[src/rtl/hc_lib_pkg.sv]
// rtl/hc_lib_pkg.sv - shared mode constants for the 74-series successor blocks
package hc_lib_pkg;

    localparam logic [1:0] MODE_HOLD = 2'b00;
    localparam logic [1:0] MODE_UP   = 2'b01;
    localparam logic [1:0] MODE_DOWN = 2'b10;
    localparam logic [1:0] MODE_LOAD = 2'b11;

endpackage

[src/rtl/usr_next.sv]
// rtl/usr_next.sv - next-state logic for the universal shift register
module usr_next
    import hc_lib_pkg::*;
#(
    parameter int WIDTH = 8
) (
    input  logic [WIDTH-1:0] q,
    input  logic [1:0]       s,
    input  logic             rot,
    input  logic             dsu,
    input  logic             dsd,
    input  logic [WIDTH-1:0] d,
    output logic [WIDTH-1:0] q_next
);

    logic up_in;
    logic down_in;

    // Rotate feeds the bit falling off the far end back in; otherwise the serial pin.
    assign up_in   = rot ? q[WIDTH-1] : dsu;
    assign down_in = rot ? q[0]       : dsd;

    // Mode decode: every S value is covered, hold keeps Q unchanged.
    always_comb begin
        q_next = q;
        case (s)
            MODE_HOLD: q_next = q;
            MODE_UP:   q_next = {q[WIDTH-2:0], up_in};
            MODE_DOWN: q_next = {down_in, q[WIDTH-1:1]};
            MODE_LOAD: q_next = d;
        endcase
    end

endmodule

[src/rtl/univ_shift_reg.sv]
// rtl/univ_shift_reg.sv - WIDTH-bit universal shift register with clear/set/enable
module univ_shift_reg
    import hc_lib_pkg::*;
#(
    parameter int               WIDTH = 8,
    parameter logic [WIDTH-1:0] INIT  = '0
) (
    input  logic             Clk,
    input  logic             Rst,
    input  logic             CE,
    input  logic             Clr,
    input  logic             Set,
    input  logic [1:0]       S,
    input  logic             Rot,
    input  logic             DSU,
    input  logic             DSD,
    input  logic [WIDTH-1:0] D,
    output logic [WIDTH-1:0] Q,
    output logic [WIDTH-1:0] Q_N,
    output logic             SOU,
    output logic             SOD
);

    logic [WIDTH-1:0] q_r;
    logic [WIDTH-1:0] q_next;

    usr_next #(
        .WIDTH (WIDTH)
    ) u_next (
        .q      (q_r),
        .s      (S),
        .rot    (Rot),
        .dsu    (DSU),
        .dsd    (DSD),
        .d      (D),
        .q_next (q_next)
    );

    // Priority register: Rst, then Clr (beats Set), then Set, then the enabled mode update.
    always_ff @(posedge Clk or posedge Rst) begin
        if (Rst) begin
            q_r <= INIT;
        end else if (Clr) begin
            q_r <= '0;
        end else if (Set) begin
            q_r <= '1;
        end else if (CE) begin
            q_r <= q_next;
        end
    end

    assign Q   = q_r;
    assign Q_N = ~q_r;
    assign SOU = q_r[WIDTH-1];
    assign SOD = q_r[0];

endmodule

[config.mk]
export PLATFORM = sky130hd
export DESIGN_NAME = univ_shift_reg
export DESIGN_NICKNAME = d
export VERILOG_FILES = /design/src/rtl/hc_lib_pkg.sv /design/src/rtl/usr_next.sv /design/src/rtl/univ_shift_reg.sv
export SDC_FILE = /design/constraint.sdc
export NUM_CORES = 1
export LEC_CHECK = 0
export ABC_AREA = 1
export CAP_MARGIN = 30
export CORE_MARGIN = 2
export CORE_UTILIZATION = 36
export DETAILED_ROUTE_END_ITERATION = 8
export PLACE_DENSITY = 0.75
export SKIP_CTS_REPAIR_TIMING = 1
export SYNTH_ARGS = -nofsm -noshare
export SYNTH_HDL_FRONTEND = slang
export SYNTH_SLANG_ARGS = --single-unit
[constraint.sdc]
create_clock -name Clk -period 0.9 [get_ports Clk]
set_input_delay 0.09 -clock Clk [delete_from_list [all_inputs] [get_ports Clk]]
set_output_delay 0.09 -clock Clk [all_outputs]
set_load 0.01 [all_outputs]
Word level (Yosys, flattened, before mapping)
Index checks and enable logic that the tools add are counted.
{"block": "classes", "div_mod_pow": 0, "n_bitwise": 1, "shifts": 0, "eq_ne": 4, "magnitude_cmp": 0, "muxes": 6, "n_reduce_logical": 3, "multipliers": 0, "n_addsub": 0}
{"operator": "8-bit two-way mux", "n": 3}
{"operator": "8-bit one-hot mux with 3 select lines", "n": 1}
{"operator": "8-bit inverter", "n": 1}
{"operator": "2-bit == test, second input constant", "n": 2}
{"operator": "3-bit inequality test, second input constant", "n": 1}
{"operator": "3-bit nonzero test", "n": 1}
{"operator": "2-bit by 1-bit == test with 1-bit output, second input constant", "n": 1}
{"operator": "2-bit zero test", "n": 1}
{"operator": "1-bit two-way mux", "n": 2}
{"operator": "2-bit AND reduction", "n": 1}
{"block": "word_totals", "register_bits": 8, "latchBits": 0, "input_bits": 18, "ram_bits": 0, "mem_count": 0, "output_inout_bits": 18, "elab_cells": 15, "rom_bits": 0}

Depth between registers and ports, before layout
Gate-level depths: netlist of run 1.
{"block": "depth", "word_depth": 5, "depth_mapped": 7, "depth_no_buf": 7}

Cells and area by module
From an unflattened synthesis of run 1, not the netlist that was laid out.
{"block": "hier_totals", "cells_unflattened": 124, "hier_area_um2": 769.5}
{"mod": "univ_shift_reg", "cells_each": 64, "seq_area_each_um2": 200.2, "instances": 1, "area_per_inst_um2": 461.7}
{"mod": "usr_next", "cells_each": 60, "seq_area_each_um2": 0.0, "instances": 1, "area_per_inst_um2": 307.8}

Least setup slack after synthesis of run 1
Ideal clock, no wire load.
{"block": "synth_path", "path_kind": "register to register", "from": "register q_r[6] (netlist: Q[6])", "to": "register q_r[7] (netlist: Q[7])", "path_buffers": 0, "setup_ns": 0.116, "stages_incl_launch_ff": 7, "period_less_slack_ns": 0.932, "required_time_ns": 0.784, "slack_ns": -0.032, "arrival_ns": 0.816, "cell_sequence": "dfrtp_1 -> inv_1 -> o21ai_0 -> nor2_1 -> nand2_1 -> nand2_1 -> nand2_1"}
{"block": "synth_between", "elab_chain_len": 4}
{"item": "from (decl)", "line_no": "univ_shift_reg.sv:24", "source": "logic [WIDTH-1:0] q_r;"}
{"item": "from (signal assigned)", "line_no": "univ_shift_reg.sv:48", "source": "q_r <= q_next;"}
{"item": "8-bit one-hot mux with 3 select lines", "line_no": "usr_next.sv:26", "source": "case (s)"}
{"item": "8-bit two-way mux", "line_no": "univ_shift_reg.sv:47", "source": "end else if (CE) begin"}
{"item": "8-bit two-way mux", "line_no": "univ_shift_reg.sv:45", "source": "end else if (Set) begin"}
{"item": "8-bit two-way mux", "line_no": "univ_shift_reg.sv:43", "source": "end else if (Clr) begin"}
No other way between the ends. The select of a mux whose other input is x is not followed.
A chain may end at the register's enable or synchronous reset.

Worst setup path in the final report of run 1
{"block": "layout_path", "from": "register q_r[0] (netlist: Q[0])", "to": "register q_r[1] (netlist: Q[1])"}
Same word-level chain as after synthesis.

==> run metrics, run 1 <==
Syn Std Cell Area 597 um2; Die Ht roughly 45 um; worst-path cell chain buf_6 -> a21oi_2 -> nand3_1 -> nand2_1 -> nand2_1; clock sink count 8; final core occ 0.754; GPL Wtd Cong 0.870; Crit. End Element flip-flop; via/cell ratio approximately 4.7; Fmax between 900 and 1000 MHz; worst hold path type input pin to asynchronous set/reset pin; Ys Warns 0; CTS buffer count 3; Slew HR 0.780; Mapped Nets 117; ratio of cells with drive above 1 in the final layout 0.410; num rows 14; final worst setup slack -0.109 ns; Residual DRC 0; FF-to-FF Start Q[0]; CP max FO 4; Net Sw Power 0.000454 W; Net Sw Frac 0.336; diode count 0; CTS Buffer Depth 2; Final TNS setup -1.05 ns; TritonCTS clock tree done; die width around 45 um; Routed Antenna Nets 0; Worst path top cell family by delay flip-flops; period utilisation layout 1.12; vias in the first global route just over 700; Levels on crit path 5; number of flip-flops in the largest register 8; max incr delay on CP 0.45 ns; worst skew pair latency 0.26 ns; most frequent cells in the layout nand2_1, buf_4, clkdlybuf4s50_1, buf_6, inv_1; DR iter-0 viols 14; setup slack, reg-to-reg -0.11 ns; worst IR drop on VDD 835 uV; PD cells between 1000 and 1500 nW/um2; dpl hpwl approximately 1500 um; Startpoint Class flip-flop; Hold Slack 0.0808 ns; Post-Synthesis Cells 99; Seq cells post-synth 8; Layout Skew 0.00830 ns; Critical path destination Q[1]; Initial Util 0.392; die footprint 2000 um2; Netlist cell types 14; drt wl/cell 11.8 um; WP buf/inv 1; CP Class flip-flop to flip-flop; Max-Cap Viols 0; commonest non-fill, non-tap cell in the layout nand2_1; RSZ-0062 raised after global routing true; Final #Nets 176; worst-margin pin slew 0.330 ns; R2R depth 5; sequential power share 0.328; crit path time final about 1 ns; Filler Cells Inserted 138; internal power about 0.00090 W; Seq/Total Area, Yosys 0.335; Inst Count DP approximately 170; gr ovfl total 0; final hold violation count 0; initial antenna violation count 0; Arr. time, crit path 1.16 ns; CP dominant cell by count nand2_1; core area 1520 um2; Worst EP required 1.06 ns; CP max stage cell dfrtp_2; Final Non-Filler Cells 172; final number of setup-violating endpoints 22; Mapped Avg Cell Area 6.03 um2; I/O pin count 36; Max H-tree Level 1; CTS root buf clkbuf_4; Clk pwr share 0.212; leakage power approximately 0.64 nW; Reg2Reg Capture Point Q[1]; fin. max-slew vios 0; worst setup path start Q[0]; Reg clk slew, reported paths roughly 0.06 ns; Power Total approximately 0.0014 W; total track usage 0.209; Layout area overhead 92.5%; largest net degree at the start of global routing 10; drt pass-1 iters 4; Logic pwr share 0.460; Routed Wire Length 2040 um; failing checks setup timing; routed vias a little over 800; status finished with violations; I/O Buffers 35; global-route wire length before repair 3010 um
[synth_stat cells, drive strengths merged]
cell type	n	area share
o21ai	1	0.0084
or2	1	0.010
inv	15	0.094
nand2	47	0.32
buf	3	0.038
dfrtp	8	0.34
nand3	8	0.067
nor2	10	0.080
a21oi	6	0.050
[through the flow]
step           instance area (um2)  setup WS (ns)
6_report                      1150         -0.109
5_1_grt                       1150         -0.162
4_1_cts                       1100         -0.486
3_5_place_dp                  1080         -0.432
3_3_place_gp                  1080         -0.428
2_1_floorplan                  597       -0.00237
[kinds of logic (layout without fill, tap and decap cells)]
kind of cell	count (synthesis)	count (layout)	share of synthesized area
AOI/OAI and AO/OA	7	7	0.0587
buffers and inverters	18	75	0.132
DFF	8	8	0.335
and+or+nand+nor	66	66	0.474
[power groups by stage]
| stage | clock, W | combinational [W] | sequential [W] |
|---|---|---|---|
| after floorplan | 0 | 0.000191 | 0.000466 |
| after global placement | 0 | 0.000589 | 0.000441 |
| after detailed placement | 0 | 0.000597 | 0.000441 |
| after CTS | 0.000298 | 0.000600 | 0.000437 |
| after global routing | 0.000308 | 0.000669 | 0.000447 |
| final | 0.000287 | 0.000622 | 0.000444 |
[final cells by class]
class	count	area, um2	area share
Clock buffer	3	22.5	0.0196
Inverter	15	56.3	0.0490
Multi-Input combinational cell	73	347	0.302
Sequential cell	8	201	0.175
Tap cell	16	20.0	0.0174
Timing Repair Buffer	57	502	0.437
[per-layer routing]
layer,GRT usage,routed length [um],vias up
met5,0,0,-
met4,0.0909,13,0
met3,0.0360,117,2
met2,0.336,1040,31
met1,0.275,863,363
li1,-,-,413
[worst min path at each step]
stage / endpoint
after floorplan: Q[0]
after global placement: Q[7]
final: Q[1]
after global routing: Q[7]
after CTS: Q[4]
after detailed placement: Q[7]
Note: power is estimated with default switching activity, not from simulation.
==> run 2, diff against run 1 <==
ABC_AREA = 0   (was 1)
CORE_UTILIZATION = 38   (was 36)
TNS_END_PERCENT = 5   (was default)
==> run metrics, run 2 <==
Residual DRC 0 (unchanged); crit path time final 1.23 ns (+0.218 ns); fin. max-slew vios 0 (unchanged); Layout area overhead 70.0%; leakage power 0.589 nW (-8.7%); Max-Cap Viols 0 (unchanged); Reg clk slew, reported paths 0.06 ns (about the same); ratio of cells with drive above 1 in the final layout 0.555 (+0.144); CTS root buf clkbuf_4; drt pass-1 iters 4 (unchanged); routed vias 646 (-20%); worst-margin pin slew 0.338 ns (+0.00816 ns); commonest non-fill, non-tap cell in the layout buf_4; period utilisation layout 1.36 (+0.243); DR iter-0 viols 9 (-5); largest net degree at the start of global routing 9 (-1); worst skew pair latency 0.27 ns (about the same); worst IR drop on VDD 1030 uV (+23%); clock sink count 8 (unchanged); Hold Slack 0.0783 ns (-0.00244 ns); met3 routed WL 160 um (+37%); R2R depth 3 (-2); CTS Buffer Depth 2 (unchanged); final number of setup-violating endpoints 25 (+14%); Post-Layout Inst Area 1140 um2 (-0.76%); Post-synth EDFFs 0 (unchanged); total track usage 0.197 (-0.0121); main area contributors after synthesis dfrtp_1, a221oi_2, mux2i_1; global-route wire length before repair 2770 um (-7.8%); Netlist cell types 23 (+9); diode count 0 (unchanged); PD cells 1170 nW/um2 (-0.90%); status finished with violations; Logic pwr share 0.437 (-0.023); drt wl/cell 15.3 um (+29%); dpl hpwl 1380 um (-6.8%); Worst EP required 1.05 ns (about the same); num rows 15 (+1); final hold violation count 0 (unchanged); RSZ-0062 raised after global routing true; CP max FO 5 (+1); number of flip-flops in the largest register 8 (unchanged); Syn Std Cell Area 671 um2 (+12%); worst hold path type input pin to asynchronous set/reset pin; worst-path cell chain mux2_4 -> a2111oi_4 -> o31ai_2; most instantiated cells after synthesis inv_1, dfrtp_1, mux2i_1, a221oi_2, mux2_1; CTS buffer count 3 (unchanged); die width 46.0 um (+2.9%); Final Non-Filler Cells 127 (-26%); final worst setup slack -0.327 ns (-0.218 ns); initial antenna violation count 0 (unchanged); Seq cells post-synth 8 (unchanged); GPL Wtd Cong 0.757 (-13%); Arr. time, crit path 1.38 ns (+0.22 ns); Synth async-reset ratio 1.00 (unchanged); I/O Buffers 35 (unchanged); Post-Synthesis Cells 59 (-40%); Net Sw Frac 0.324 (-0.0120); Clk pwr share 0.235 (+0.023); post-synth top area cell dfrtp_1; Ys Warns 0 (unchanged); Max H-tree Level 1 (unchanged); TritonCTS clock tree done; detailed-routed wire length on met2 976 um (-6.5%); Power Total 0.00133 W (-1.7%); Die Ht 46.0 um (+2.9%); top sig layer met4; gr ovfl total 0 (unchanged); I/O pin count 36 (unchanged); count leader, synth inv_1; internal power 0.000899 W (+0.11%); via/cell ratio 5.09 (+8.1%); die footprint 2120 um2 (+5.9%); Routed Wire Length 1940 um (-4.9%); most frequent cells in the layout buf_4, clkdlybuf4s50_1, clkbuf_2; failing checks setup timing; DP Area 1120 um2 (+3.7%); Net Sw Power 0.000431 W (-5.2%); Mapped Avg Cell Area 11.4 um2 (+89%); Inst Count DP 121 (-27%); Mapped Nets 77 (-34%); ys flop type dfrtp_1; Startpoint Class flip-flop; core area 1690 um2 (+11%); vias in the first global route 641 (-12%); CP max stage cell dfrtp_2; Slew HR 0.775 (-0.00545); Initial Util 0.397 (+0.00541); sequential power share 0.328 (about the same); wl on met1 761 um (-12%); Final #Nets 129 (-27%); Layout Skew 0.00777 ns (-0.000534 ns); Routed Antenna Nets 0 (unchanged); Seq/Total Area, Yosys 0.299 (-0.0369); Fmax 815 MHz (-18%); max incr delay on CP 0.44 ns (about the same); CP Class flip-flop to flip-flop; Synth top area share 0.299 (-0.0369); Crit. End Element flip-flop
==> run 2: final cells by class <==
cell class / count / area, um2
Fill cell: 147 / 549
Multi-Input combinational cell: 35 / 415
Sequential cell: 8 / 201
Clock buffer: 4 / 26.3
Timing Repair Buffer: 53 / 438
Tap cell: 17 / 21.3
Inverter: 10 / 37.5
==> run 2: kinds of logic after synthesis <==
family | count (synthesis) | synth area share
buffers and inverters | 16 | 0.140
multiplexers | 15 | 0.243
AND/OR/NAND/NOR | 7 | 0.0728
AO/OA/AOI/OAI | 13 | 0.246
flip-flops | 8 | 0.299
==> run 2: worst paths after layout <==
path                       start    to  slack (ns)
setup / recovery            Q[0]  Q[7]       -0.33
setup reg to reg            Q[0]  Q[7]       -0.33
hold / removal               Rst  Q[5]        0.08
hold reg to reg             Q[1]  Q[1]        0.66
max in group asynchronous    Rst  Q[0]        0.55
min in group Clk            S[1]  Q[7]        0.34
==> run 2: stage by stage <==
step                      setup slack [ns]   util  setup TNS [ns]
after floorplan                     -0.292      -           -1.33
after global placement              -0.583  0.663           -7.16
after detailed placement            -0.603  0.663           -7.40
after CTS                           -0.504  0.679          -10.59
after global routing                -0.384  0.675           -3.57
final                               -0.327  0.675           -2.43
==> run 2: critical path: cells and delay by family (launching register included) <==
| kind | cells | cell delay [ns] |
|---|---|---|
| AO/OA/AOI/OAI | 2 | 0.39 |
| flip-flops | 1 | 0.44 |
| multiplexers | 1 | 0.28 |
==> run 2: power by group through the flow <==
stage	Combinational, W	Clock (W)	Sequential [W]
final	0.000581	0.000312	0.000437
after global routing	0.000621	0.000350	0.000442
after CTS	0.000593	0.000322	0.000435
after detailed placement	0.000590	0	0.000441
after global placement	0.000583	0	0.000439
after floorplan	0.000256	0	0.000449
==> run 2: layer usage <==
metal	up-vias	track usage
met5	-	0
met4	0	0.120
met3	4	0.0476
met2	40	0.333
met1	288	0.218
li1	314	-
==> run 3, diff against run 2 <==
SKIP_CTS_REPAIR_TIMING = default   (was 1)
==> run metrics, run 3 (synthesized netlist as in run 2, its figures left out) <==
DR iter-0 viols 8 (-1); leakage power 0.549 nW (-6.7%); initial antenna violation count 0 (unchanged); Final #Nets 128 (-0.78%); dpl hpwl 1380 um (unchanged); Max-Cap Viols 0 (unchanged); Multi-input gate area 419 um2 (+0.90%); # hold bufs at CTS 0; drt wl/cell 15.1 um (-1.2%); RSZ-0062 raised after global routing true; fin. max-slew vios 0 (unchanged); commonest non-fill, non-tap cell in the layout buf_4; final worst setup slack -0.327 ns (+0.000348 ns); Reg clk slew, reported paths 0.06 ns (about the same); most frequent cells in the layout buf_4, clkdlybuf4s50_1, buf_2; CP max FO 5 (unchanged); Final Non-Filler Cells 126 (-0.79%); Fmax 815 MHz (about the same); I/O pin count 36 (unchanged); Power Total 0.00131 W (-1.1%); CP max stage cell dfrtp_2; Die Ht 46.0 um (unchanged); ratio of cells with drive above 1 in the final layout 0.550 (-0.00409); worst skew pair latency 0.27 ns (about the same); largest net degree at the start of global routing 9 (unchanged); CP Class flip-flop to flip-flop; Routed Wire Length 1900 um (-2.0%); Worst EP required 1.06 ns (about the same); vias in the first global route 657 (+2.5%); status finished with violations; Layout area overhead 66.2%; Layout Skew 0.00763 ns (-0.000140 ns); worst-path cell chain mux2_4 -> a2111oi_4 -> o31ai_2; via/cell ratio 5.09 (about the same); CTS buffer count 3 (unchanged); period utilisation layout 1.36 (about the same); total track usage 0.205 (+0.00807); GPL Wtd Cong 0.757 (unchanged); TritonCTS clock tree done; core area 1690 um2 (unchanged); worst-margin pin slew 0.339 ns (+0.00134 ns); met3 Use GR 0.0516 (+0.00397); worst IR drop on VDD 1030 uV (+0.68%); number of flip-flops in the largest register 8 (unchanged); num rows 15 (unchanged); FF-to-FF Start Q[0]; clock sink count 8 (unchanged); PD cells 1180 nW/um2 (+1.1%); die footprint 2120 um2 (unchanged); Routed Antenna Nets 0 (unchanged); CTS Buffer Depth 2 (unchanged); Startpoint Class flip-flop; GR Util met2 0.342 (+0.00833); I/O Buffers 35 (unchanged); Slew HR 0.774 (-0.000898); Reg2Reg Capture Point Q[7]; global-route wire length before repair 2930 um (+5.5%); die width 46.0 um (unchanged); R2R depth 3 (unchanged); Max H-tree Level 1 (unchanged); final hold violation count 0 (unchanged); failing checks setup timing; crit path time final 1.23 ns (-0.000348 ns); CTS root buf clkbuf_4; Arr. time, crit path 1.38 ns (about the same); Storage cell area 201 um2 (unchanged); busiest metal layer after global routing met2; worst hold path type input pin to asynchronous set/reset pin; Crit. End Element flip-flop; Residual DRC 0 (unchanged); GR Util met1 0.233 (+0.0144); max incr delay on CP 0.44 ns (about the same); Initial Util 0.397 (unchanged); final number of setup-violating endpoints 25 (unchanged); routed vias 641 (-0.77%); setup slack, reg-to-reg -0.33 ns (about the same); drt pass-1 iters 4 (unchanged); Filler Cells Inserted 147 (unchanged); diode count 0 (unchanged); gr ovfl total 0 (unchanged); Inst Count DP 121 (unchanged)
-- run 3: cell count changes in the layout (fill, tap and decap cells not counted), moves of 4 or more --
cell,delta
buf_2,+9
clkbuf_2,-8
dlygate4sd2_1,+4
dlymetal6s2s_1,-4
-- run 3: worst max-delay path, delay by kind of cell (launching register included) --
family	cells	cell delay [ns]
DFF	1	0.44
AOI/OAI and AO/OA	2	0.39
muxes	1	0.28
-- run 3: final cells by class --
class	count	area share
Tap cell	17	0.0191
Multi-Input combinational cell	35	0.376
Timing Repair Buffer	52	0.367
Inverter	10	0.0337
Sequential cell	8	0.181
Clock buffer	4	0.0236
-- run 3: routing by layer --
metal,wire (um),share of wire,up-vias
li1,-,-,310
met1,754,0.40,294
met2,964,0.51,32
met3,136,0.072,5
met4,44,0.023,0
met5,0,0,-
-- run 3: how the worst max path moves through the flow --
| stage | from | to | cells after the start |
|---|---|---|---|
| final | Q[0] | Q[7] | 3 |
| after global routing | Q[0] | Q[7] | 3 |
| after floorplan | Q[0] | Q[7] | 3 |
| after detailed placement | S[0] | Q[4] | 5 |
| after global placement | S[0] | Q[4] | 5 |
| after CTS | Q[0] | Q[7] | 3 |
-- run 3: through the flow --
stage,area (um2),hold slack (ns),util,setup TNS (ns),worst slack [ns]
CTS,1080,0.0977,0.641,-2.68,-0.342
global route,1110,0.104,0.660,-3.73,-0.385
finish,1110,0.0761,0.660,-2.55,-0.327
detailed placement,1120,0.383,0.663,-7.40,-0.603
global placement,1120,0.369,0.663,-7.16,-0.583
floorplan,684,-0.0944,-,-1.33,-0.292
-- run 3: where the power goes --
| part | internal [W] | switching (W) |
|---|---|---|
| Clock | 0.000171 | 0.000145 |
| Sequential | 0.000395 | 0.0000396 |
| Combinational | 0.000322 | 0.000243 |
| Total | 0.000888 | 0.000427 |
-- run 3: repair_timing --
action                     CTS  global route
setup endpoints to repair   26            26
pin swaps                    2             2
gates resized for setup     71             9
setup buffers                1             0
